[src/rtl/if_id_queue.sv]
// IF/ID boundary buffer: DEPTH-entry circular FIFO of (pc, inst) pairs between fetch and decode.
// Optional feature macro: IFQ_BYPASS_EN (same-cycle fetch->decode bypass when the queue is empty).
module if_id_queue #(
    parameter int ADDR_W = 32,
    parameter int INST_W = 32,
    parameter int DEPTH  = 4
) (
    input  logic                     clk,
    input  logic                     rst,
    input  logic                     flush_i,
    input  logic                     if_valid_i,
    input  logic [ADDR_W-1:0]        if_pc_i,
    input  logic [INST_W-1:0]        if_inst_i,
    output logic                     if_ready_o,
    output logic                     id_valid_o,
    output logic [ADDR_W-1:0]        id_pc_o,
    output logic [INST_W-1:0]        id_inst_o,
    input  logic                     id_ready_i,
    output logic [$clog2(DEPTH):0]   count_o
);

    localparam int IDX_W = $clog2(DEPTH);
    localparam int PTR_W = IDX_W + 1;

    logic [ADDR_W-1:0] pc_mem   [DEPTH];
    logic [INST_W-1:0] inst_mem [DEPTH];

    // Pointers carry one extra wrap bit so full and empty are distinguishable.
    logic [PTR_W-1:0] wr_ptr;
    logic [PTR_W-1:0] rd_ptr;

    logic empty;
    logic full;
    logic push;
    logic pop;
    logic bypass_take;

    assign empty   = (wr_ptr == rd_ptr);
    assign full    = (wr_ptr[IDX_W-1:0] == rd_ptr[IDX_W-1:0]) &&
                     (wr_ptr[IDX_W] != rd_ptr[IDX_W]);
    assign count_o = wr_ptr - rd_ptr;

    assign if_ready_o = !full && !rst;

`ifdef IFQ_BYPASS_EN
    // An instruction decode takes straight from fetch never occupies an entry.
    assign bypass_take = empty && !flush_i && if_valid_i && id_ready_i;
`else
    assign bypass_take = 1'b0;
`endif

    assign push = if_valid_i && if_ready_o && !bypass_take;
    assign pop  = !empty && id_ready_i;

    // NOTE: sequential state uses non-blocking assignments so every flop samples pre-edge values.
    always_ff @(posedge clk) begin
        if (rst || flush_i) begin
            wr_ptr <= '0;
            rd_ptr <= '0;
        end else begin
            if (push) wr_ptr <= wr_ptr + PTR_W'(1);
            if (pop)  rd_ptr <= rd_ptr + PTR_W'(1);
        end
    end

    // NOTE: storage is deliberately not reset; the pointers alone define which entries are live.
    always_ff @(posedge clk) begin
        if (push && !flush_i) begin
            pc_mem[wr_ptr[IDX_W-1:0]]   <= if_pc_i;
            inst_mem[wr_ptr[IDX_W-1:0]] <= if_inst_i;
        end
    end

    // NOTE: defaults first keep this block free of inferred latches.
    always_comb begin
        id_valid_o = 1'b0;
        id_pc_o    = '0;
        id_inst_o  = '0;
        if (!empty) begin
            id_valid_o = 1'b1;
            id_pc_o    = pc_mem[rd_ptr[IDX_W-1:0]];
            id_inst_o  = inst_mem[rd_ptr[IDX_W-1:0]];
        end
`ifdef IFQ_BYPASS_EN
        else if (!flush_i && !rst && if_valid_i) begin
            id_valid_o = 1'b1;
            id_pc_o    = if_pc_i;
            id_inst_o  = if_inst_i;
        end
`endif
    end

endmodule

[config.mk]
export PLATFORM = sky130hd
export DESIGN_NAME = if_id_queue
export DESIGN_NICKNAME = d
export VERILOG_FILES = /design/src/rtl/if_id_queue.sv
export SDC_FILE = /design/constraint.sdc
export NUM_CORES = 1
export LEC_CHECK = 0
export CAP_MARGIN = 20
export CORE_MARGIN = 3
export CORE_UTILIZATION = 38
export DETAILED_ROUTE_END_ITERATION = 8
export HOLD_SLACK_MARGIN = 0.15
export PLACE_DENSITY = 0.6
export SLEW_MARGIN = 20
export SYNTH_ARGS = -nofsm -noshare
export SYNTH_HDL_FRONTEND = slang
export SYNTH_SLANG_ARGS = --single-unit
[constraint.sdc]
create_clock -name clk -period 10.05 [get_ports clk]
set_input_delay 2.01 -clock clk [delete_from_list [all_inputs] [get_ports clk]]
set_output_delay 2.01 -clock clk [all_outputs]
set_load 0.02 [all_outputs]
## Word level (Yosys, flattened, before mapping)

Memory sizes are Yosys's and may differ from the RTL's. A register that Yosys moved wholly into a read port is not among the register bits.
Cells that the tools add are included.
Widths: inputs -> output; s select.

- Add/subtract/negate cells: 3
- Multipliers: 0
- Divide/modulo/power cells: 0
- $lt $le $gt $ge: 0
- Equal/unequal tests: 3
- Shift-type cells: 0
- Mux-type cells: 9
- Bitwise operators: 0
- Reduce and logical (&&, ||, !) cells: 10

Operator list:

| operator | number |
|---|---|
| $mux 32 | 2 |
| $mux 2 | 4 |
| $add 3x1->3 const B | 2 |
| $logic_and 1x1->1 | 5 |
| $logic_not 1->1 | 4 |
| $eq 3x3->1 | 1 |
| $mux 1 | 3 |
| $sub 3x3->3 | 1 |
| $eq 2x2->1 | 1 |
| $logic_or 1x1->1 | 1 |
| $ne 1x1->1 | 1 |

- Register bits after elaboration: 6
- Latch bits: 0
- Bits in writable memories: 256
- ROM bits: 0
- Bits of input ports: 69
- Output and inout port bits: 69
- Word-level logic and storage cells: 29
- Memories: 2

Memory list:

| memory | depth | width | read ports | clocked after memory_dff | wr ports | line | text |
|---|---|---|---|---|---|---|---|
| inst_mem | 4 | 32 | 1 | 1 | 1 | 26 | `logic [INST_W-1:0] inst_mem [DEPTH];` |
| pc_mem | 4 | 32 | 1 | 1 | 1 | 25 | `logic [ADDR_W-1:0] pc_mem [DEPTH];` |

## Longest topological paths before layout

- Depth in word-level cells: 8
- Mapped depth: 7
- Gate-level depth less buffers: 5

## Least setup slack after synthesis

Ideal clock, no wire load.

- Kind: input to register
- Start point: input port if_valid_i
- End point: memory inst_mem[1][0] (enable)
- Library setup time: 578 ps
- Data arrival time: 7081 ps
- Required time: 9472 ps
- Slack: 2391 ps
- Stages on the path: 3
- Buffers on the path: 0
- Cell sequence: nor2b_1 > o21ai_4 > nor3b_1

- Cells in the longest elaborated chain, start to end: 4

RTL lines:

| item | line | text |
|---|---|---|
| start: declaration | 11 | `input logic if_valid_i,` |
| $logic_and 1x1->1 | 52 | `assign push = if_valid_i && if_ready_o && !bypass_take;` |
| $logic_and 1x1->1 | 68 | `if (push && !flush_i) begin` |
| $mux 1 | 68 |  |
| $mux 1 (implied by the code) | 70 | `inst_mem[wr_ptr[IDX_W-1:0]] <= if_inst_i;` |
| end: declaration | 26 |  |

No other way between the ends.

## Worst setup path in the final report

- Start point: register wr_ptr[0]
- End point: output port id_inst_o[0]

- Cells in the longest elaborated chain, start to end: 2

RTL lines:

| item | line | text |
|---|---|---|
| start: declaration | 29 | `logic [PTR_W-1:0] wr_ptr;` |
| start signal: assignment | 61 | `if (push) wr_ptr <= wr_ptr + PTR_W'(1);` |
| $eq 3x3->1 | 38 | `assign empty = (wr_ptr == rd_ptr);` |
| $mux 32 | 79 | `if (!empty) begin` |
| end: declaration | 17 | `output logic [INST_W-1:0] id_inst_o,` |

No other way between the ends.

==> summary.md <==
| Metric | Value |
|---|---|
| Largest delay share family, worst path | buffers and inverters |
| Pwr Density | 181 nW/um^2 |
| Diodes inserted | 0 |
| Setup violations, final | 0 |
| Worst VDD drop | 149 uV |
| Clk_lat worst skew | 0.52 ns |
| Vias in the first global route | 5331 |
| Clock transition at the registers of the reported paths | 0.06 ns |
| Fill count | 2189 |
| Postcts setup bufs | 0 |
| First-pass GRT wire length | 30100 microns |
| Clock root buffer | clkbuf_16 |
| Synthesized area per cell | 22.1 sq um |
| Die X | 171 microns |
| DP Wirelength | 11500 microns |
| Final hold viol count | 0 |
| Num CTS Buffers | 28 |
| Top FF cell, synth | edfxtp_1 |
| Share of the synthesized area in the top cell type | 74.7% |
| Status | finished clean |
| Seq/Total Area, Yosys | 76.3% |
| Initial antenna violation count | 1 |
| Slowest cell on crit path | nor2_4 |
| Slew margin rel. | 31.4% |
| Min Tclk post-route | 5.54 ns |
| Post-synth net total | 543 |
| Final cycle utilization of the critical path | 55.1% |
| Via density | 5.01 |
| Syn Inst Count | 466 |
| Worst Path Buf+Inv | 3 |
| P_leak | 4.02 nW |
| Layout area overhead | 25.7% |
| Initial Util | 39.0% |
| WP data arrival | 3.53 ns |
| Crit-path max cell delay | 0.72 ns |
| Synth cell types | 28 |
| RSZ-0062 raised after global routing | false |
| CTS tree | built |
| Port buffer count | 137 |
| Worst path required time | 8.04 ns |
| Post-route DRC | 0 |
| DR pass1 iterations | 4 |
| Max Slew Vio Count | 0 |
| Post-synth EDFFs | 256 |
| Longest Clk Path Bufs | 3 |
| Die area | 29100 sq um |
| Layout cell share with drive strength beyond 1 | 19.8% |
| Max frequency | 0.180 GHz |
| Area of the mapped netlist | 10300 sq um |
| Hold WS | 0.519 ns |
| Drt total wl | 19600 microns |
| Crit end category | primary output |
| I/O pins | 138 |
| Gr ovfl total | 0 |
| Critical Path, Cell by Cell | inv_1 > ha_1 > nand2_1 > nor2_4 > buf_4 > nor2b_1 > clkdlybuf4s50_1 |
| First DRT Iteration DRCs | 305 |
| Fin Setup TNS | 0 ns |
| Share of flip-flops with an asynchronous set or reset | 0% |
| Most area-consuming cells after synthesis | edfxtp_1 (75%), mux4_2 (14%), nor2b_1 (3.8%), dfxtp_1 (1.6%), buf_6 (1.3%) |
| Core area | 26400 sq um |
| Slew @ Worst Pin | 1.03 ns |
| Worst setup SP type | flop |
| Hold-fix buffers, CTS | 0 |
| Post-synth top area cell | edfxtp_1 |
| Row Count | 59 |
| Global-route total usage across every layer | 13.4% |
| CTS resizes | 0 |
| Routed Antenna Nets | 0 |
| #FFs+latches synth | 264 |
| Synthesis Warnings | 0 |
| Crit path max fanout | 35 |
| Max Clock Skew | 0.00679 ns |
| Vias | 4899 |
| Die Ht | 171 microns |
| Worst Setup Path Type | flop to primary output |
| Routed len/inst | 20.0 microns |
| Htree depth | 1 |
| Largest net degree at the start of global routing | 65 |
| Sink Count | 264 |
| Nets | 698 |
| RD Place Congestion | 0.731 |
| HP Class | flop to flop |
| Max-Cap Viols | 0 |
layout make-up:
type | instances | area, sq um | share of cell area, %
multi-input combinational | 172 | 2250 | 17.4
clock inverter | 15 | 154 | 1.19
sequential | 264 | 7860 | 60.7
clock buffer | 37 | 776 | 6.00
timing repair buffer | 147 | 1450 | 11.2
inverter | 8 | 30.0 | 0.232
tap | 335 | 419 | 3.24
worst register-to-register path, stage by stage, from the launching register on:
cell	delay (ns)
dfxtp_1	0.38
inv_1	0.11
ha_1	0.34
nand2_1	0.15
nor2_4	0.72
buf_4	0.57
o211ai_1	0.17
power breakdown:
part           leakage (nW)  switching, mW  internal (mW)  total, mW
logic                  1.19         0.0501         0.0560      0.106
clock network         0.453          0.392          0.618       1.01
registers              2.38        0.00338           1.22       1.22
total                  4.02          0.446           1.89       2.34
registers in the layout, summed over array words and instances, names as in the netlist, named ones only:
register  flops
inst_mem    128
pc_mem      128
rd_ptr        3
wr_ptr        3
cells in the mapped netlist (all sizes together), types with 2 or more instances:
cell	n
clkbuf	3
inv	8
o211ai	2
xnor2	2
edfxtp	256
ha	7
nand2	9
nor3b	4
or3	2
mux4	64
a21oi	2
buf	19
mux2i	6
nor2	2
dfxtp	8
nor2b	65
worst paths after layout:
kind / start / slack, ns / to / cells past startpoint
worst min register to register: wr_ptr[0] / 0.52 / wr_ptr[0] / 2
worst max register to register: wr_ptr[0] / 7.47 / rd_ptr[2] / 6
worst min-delay path: wr_ptr[0] / 0.52 / wr_ptr[0] / 2
worst max-delay path: wr_ptr[0] / 4.51 / id_inst_o[0] / 7
through the flow:
stage / setup slack (ns) / power, mW / utilization, % / cells / cell area, sq um
final: 4.51 / 2.34 / 49.1 / 978 / 12900
after global routing: 4.23 / 2.42 / 49.1 / 978 / 12900
after CTS: 4.39 / 2.37 / 49.1 / 978 / 12900
after detailed placement: 4.78 / 1.35 / 45.5 / 926 / 12000
after global placement: 4.80 / 1.35 / 45.5 / 926 / 12000
after floorplan: 2.39 / 1.29 / - / 466 / 10300
kinds of logic after synthesis:
logic type / share of synthesized area [%]
fa+ha+maj: 1.05
xor+xnor: 0.329
buf+inv: 2.07
simple gates: 5.12
flops: 76.3
mux: 14.6
compound gates: 0.535
per-layer routing:
layer  GRT usage, %  wire (microns)  vias to the layer above
met4           3.60             520                        2
met1           16.5            7790                     2517
met5              0              20                        -
met3           3.14            1200                       39
met2           23.9           10000                      142
li1               -               -                     2199
placed cells by master (no fill, tap or decap), types with 5 or more instances in the layout:
master           count
nor2b_1             63
dfxtp_1              6
clkinv_1             5
nand2_1              9
edfxtp_1           256
clkbuf_16           29
ha_1                 7
mux4_2              64
inv_1                8
buf_4               10
clkbuf_1             6
clkdlybuf4s50_1    137
mux2i_1              6
Power figures use the tool's default switching activity.
